<file path="src/rtl/reg_transfer_sequencer.sv">
// Register-transfer micro-sequencer: turns one MOV/SWAP/PUSH/POP request into
// a sequence of single-cycle bus micro-ops on the shared 16-bit register bus,
// including the memory handshake and stack-pointer step strobes.
module reg_transfer_sequencer #(
  parameter logic [3:0] SCRATCH = 4'd5,  // SWAP temporary register (E)
  parameter logic [3:0] SPSEL   = 4'd6   // stack pointer register select
) (
  input  logic       clk,
  input  logic       r,        // synchronous, active-low reset
  input  logic       start,
  input  logic [1:0] op,
  input  logic [3:0] src,
  input  logic [3:0] dst,
  input  logic       mem_rdy,
  output logic [3:0] rsbo,
  output logic [3:0] rsbi,
  output logic       spoe,
  output logic       mwe,
  output logic       mem_wr,
  output logic       mem_rd,
  output logic       sp_inc,
  output logic       sp_dec,
  output logic       busy,
  output logic       done,
  output logic       err
);

  localparam logic [1:0] OpMov  = 2'd0;
  localparam logic [1:0] OpSwap = 2'd1;
  localparam logic [1:0] OpPush = 2'd2;
  localparam logic [1:0] OpPop  = 2'd3;

  typedef enum logic [3:0] {
    StIdle,
    StMov,
    StSw1,
    StSw2,
    StSw3,
    StPa,
    StPw,
    StPd,
    StOi,
    StOa,
    StOr,
    StDone,
    StErr
  } state_e;

  state_e     state_q, state_d;
  logic [3:0] src_q, dst_q;
  logic       accept;

  // Register selects 1..11 address real registers; 0 and 12..15 do not.
  function automatic logic sel_ok(input logic [3:0] sel);
    return (sel != 4'd0) && (sel <= 4'd11);
  endfunction

  assign accept = (state_q == StIdle) && start;

  // State register and operand latch; operands are captured on every accept.
  always_ff @(posedge clk) begin
    if (!r) begin
      state_q <= StIdle;
      src_q   <= 4'd0;
      dst_q   <= 4'd0;
    end else begin
      state_q <= state_d;
      if (accept) begin
        src_q <= src;
        dst_q <= dst;
      end
    end
  end

  // Next-state: validate the request at accept, then walk the micro-op sequence.
  always_comb begin
    state_d = state_q;
    unique case (state_q)
      StIdle: begin
        if (start) begin
          unique case (op)
            OpMov:  state_d = (sel_ok(src) && sel_ok(dst)) ? StMov : StErr;
            OpSwap: state_d = (sel_ok(src) && sel_ok(dst) &&
                               (src != SCRATCH) && (dst != SCRATCH)) ? StSw1 : StErr;
            OpPush: state_d = (sel_ok(src) && (src != SPSEL)) ? StPa : StErr;
            OpPop:  state_d = (sel_ok(dst) && (dst != SPSEL)) ? StOi : StErr;
            default: state_d = StErr;
          endcase
        end
      end
      StMov:  state_d = StDone;
      StSw1:  state_d = StSw2;
      StSw2:  state_d = StSw3;
      StSw3:  state_d = StDone;
      StPa:   state_d = StPw;
      StPw:   state_d = mem_rdy ? StPd : StPw;
      StPd:   state_d = StDone;
      StOi:   state_d = StOa;
      StOa:   state_d = StOr;
      StOr:   state_d = mem_rdy ? StDone : StOr;
      StDone: state_d = StIdle;
      StErr:  state_d = StIdle;
      default: state_d = StIdle;
    endcase
  end

  // Output decode from state and latched operands; only OR looks at mem_rdy.
  always_comb begin
    rsbo   = 4'd0;
    rsbi   = 4'd0;
    spoe   = 1'b0;
    mwe    = 1'b0;
    mem_wr = 1'b0;
    mem_rd = 1'b0;
    sp_inc = 1'b0;
    sp_dec = 1'b0;
    done   = 1'b0;
    err    = 1'b0;
    busy   = (state_q != StIdle);
    unique case (state_q)
      StIdle: ;
      StMov: begin
        rsbo = src_q;
        rsbi = dst_q;
      end
      StSw1: begin
        rsbo = src_q;
        rsbi = SCRATCH;
      end
      StSw2: begin
        rsbo = dst_q;
        rsbi = src_q;
      end
      StSw3: begin
        rsbo = SCRATCH;
        rsbi = dst_q;
      end
      StPa: begin
        spoe = 1'b1;
        mwe  = 1'b1;
      end
      StPw: begin
        rsbo   = src_q;
        mem_wr = 1'b1;
      end
      StPd: sp_dec = 1'b1;
      StOi: sp_inc = 1'b1;
      StOa: begin
        spoe = 1'b1;
        mwe  = 1'b1;
      end
      StOr: begin
        mem_rd = 1'b1;
        // Latch only while memory is actually driving the bus.
        if (mem_rdy) rsbi = dst_q;
      end
      StDone: done = 1'b1;
      StErr:  err  = 1'b1;
      default: ;
    endcase
  end

endmodule

</file>
<file path="config.mk">
export PLATFORM = sky130hd
export DESIGN_NAME = reg_transfer_sequencer
export DESIGN_NICKNAME = d
export VERILOG_FILES = /design/src/rtl/reg_transfer_sequencer.sv
export SDC_FILE = /design/constraint.sdc
export NUM_CORES = 1
export LEC_CHECK = 0
export CAP_MARGIN = 20
export CORE_AREA = 2 2 50 52
export CTS_BUF_LIST = sky130_fd_sc_hd__clkbuf_4 sky130_fd_sc_hd__clkbuf_8 sky130_fd_sc_hd__clkbuf_16
export DETAILED_ROUTE_END_ITERATION = 6
export DIE_AREA = 0 0 52 54
export MAX_ROUTING_LAYER = met4
export PLACE_DENSITY = 0.82
export REMOVE_ABC_BUFFERS = 1
export SLEW_MARGIN = 40
export SYNTH_ARGS = -nofsm -noshare
export SYNTH_HDL_FRONTEND = slang
export SYNTH_SLANG_ARGS = --single-unit
</file>
<file path="constraint.sdc">
create_clock -name clk -period 2.2 [get_ports clk]
set_input_delay 0.22 -clock clk [delete_from_list [all_inputs] [get_ports clk]]
set_output_delay 0.22 -clock clk [all_outputs]
set_load 0.03 [all_outputs]
</file>
==> flow_summary.yaml <==
power_and_ir_drop:
  power.density_nw_per_um2: 1190
  power_mw: 1.60
  power_leakage_nw: 0.532
  ir_worst_vdd_mv: 0.522
clock_network:
  postCtsSetupBuffers: 0
  clk_latency_ps: 270
  cts-root-buf: "clkbuf_4"
  clk_path_buf_depth: 2
  h-tree-depth: 1
  clkTransAtPathRegs_ps: 70
  cts_sinks: 12
  cts_tree: "done"
  cts_buffers: 3
detailed_routing:
  avgViaCountPerCell: 5.58
  vias: 1094
  drc: 0
  firstDrtPassIters: 4
  postRouteAntennaNets: 0
  wl_per_cell_um: 12.6
  drt_iter0_drc: 46
  wirelength_mm: 2.48
place:
  dp_hpwl_mm: 1.99
  place_congestion: 0.809
  place_ws_ps: 205
  port-buffer-count: 30
  dpl_cell_area_um2: 1310
floorplanning:
  dieArea_um2: 2810
  core_um2: 2320
  ios: 31
  initial_core_util_pct: 43.0
  die_h_um: 54
  rows: 18
  die_x_um: 52
synthesis:
  yosysUniqueCellTypes: 45
  synth_edf_count: 0
  async_flop_share_pct: 0
  synthTopCellsByArea: "dfxtp_1, nand2_1, a21boi_1"
  synth.most_common_cell: "nand2_1"
  synthesis.area_um2: 998
  ys_seq_area_share_pct: 24.1
  synth-seq-cells: 12
  synth_flop_cell: "dfxtp_1"
  synth_area_per_cell_um2: 7.24
  yosysWarnings: 0
  synthCells: 138
  synth_common_cells: "nand2_1, nor2_1, dfxtp_1"
  synth.largest_area_cell: "dfxtp_1"
  synth_top_area_share_pct: 24.1
timing:
  hold_viol: 0
  worstMarginPinSlew_ps: 524
  setup_viol_count_final: 0
  max_freq_mhz: 482
  finalWorstSetupSlack_ps: 126
  rsz0062_at_grt: "no"
  slew_headroom_pct: 64.6
  period_share_pct: 94.3
  maxSlewViolCount: 0
  clock_skew_ps: 1.34
  post-route-min-period_ps: 2070
cells_and_area:
  final_cell_area_um2: 1350
  syn_to_final_growth_pct: 35.1
  final_util_pct: 58.1
  fillCellCount: 213
  drive_gt1_share_pct: 12.7
  n_antenna_cell: 0
  final_net_count: 181
global_routing:
  grt_max_degree: 16
  first_global_vias: 963
  antenna_found_initial: 0
  grt.total_usage_pct: 19.9
  overflow: 0
  grt_pass1_wl_mm: 4.08
outcome:
  status: "completed"
setup_path:
  critPathRequiredTime_ps: 1980
  end_kind: "output pin"
  start_kind: "flip-flop"
  arrival_ps: 1850
  crit_fanout: 13
  path_class: "flip-flop to output pin"
hold_path:
  hold_class: "flip-flop to flip-flop"
flow_run:
  drv_cap: 0
critical path, stage by stage (launching register included):
cell and delay, ps:
dfxtp_2 460, nor2b_1 250, and3_1 200, clkdlybuf4s50_1 670
layout by cell type (no fill, tap or decap), types with 2 or more instances in the layout:
cell             synthesis  final
a21oi_1                  7      7
a22oi_1                  2      2
nor2_1                  13     13
or4_1                    2      2
a21boi_1                 8      8
mux2i_1                  3      3
dlygate4sd2_1            0      2
dlymetal6s2s_1           0      2
o31ai_1                  2      2
a32o_1                   2      2
xnor2_1                  2      2
dfxtp_1                 12     10
nand2b_1                 7      7
dfxtp_2                  0      2
a22o_1                   2      2
clkbuf_4                 0      3
nor3_1                   3      3
nand3_1                  9      9
nand2_1                 17     17
clkdlybuf4s50_1          0     20
a211oi_1                 2      2
nor2b_1                  4      4
buf_4                    1     12
o21ai_0                  6      6
state kept, by name, summed over array words and instances (netlist names):
register and cells:
dst_q 4, src_q 4, state_q 4
cell families after synthesis:
logic type	Yosys count	share of synthesized area (%)
DFF	12	24.1
and+or+nand+nor	63	32.7
AOI/OAI and AO/OA	43	31.0
xor gates and xnor gates	3	2.63
muxes	3	3.01
buffers and inverters	14	6.64
cell type report:
cell class | instances | area (µm²) | area share [%]
multi-input combinational | 112 | 692 | 51.3
timing repair buffer | 36 | 333 | 24.7
sequential | 12 | 243 | 18.0
tap | 30 | 37.5 | 2.78
clock buffer | 4 | 36.3 | 2.69
inverter | 2 | 7.51 | 0.557
worst paths after layout:
| kind | from | endpoint | slack, ps | cells past startpoint |
|---|---|---|---|---|
| setup reg to reg | state_q[3] | state_q[0] | 420 | 5 |
| hold / removal | src_q[0] | src_q[0] | 480 | 2 |
| hold reg to reg | src_q[0] | src_q[0] | 480 | 2 |
| setup / recovery | state_q[1] | sp_dec | 130 | 3 |
routing by layer:
metal,routed length [µm],track usage [%],up-vias
met5,0,-,-
met4,47,10.5,0
met3,144,1.94,5
met2,1170,34.0,43
met1,1110,23.1,485
li1,-,-,561
report_power, final:
part | switching (mW) | internal (mW) | leakage, nW
combinational | 0.592 | 0.447 | 0.412
sequential | 0.108 | 0.284 | 0.0991
clock | 0.0729 | 0.101 | 0.0210
through the flow:
step | hold slack [ps] | instances | TNS (ps)
5_1_grt | 496 | 196 | 0
3_3_place_gp | 466 | 192 | 0
3_5_place_dp | 468 | 192 | 0
2_1_floorplan | 328 | 126 | -613
4_1_cts | 478 | 196 | 0
6_report | 477 | 196 | 0
repair_timing:
item,in CTS,in global routing
resized for setup,3,3
endpoints found under the setup margin,3,6
hold endpoints to repair,0,0
hold buffers,0,0
No activity file was read; power rests on OpenSTA's default activity.
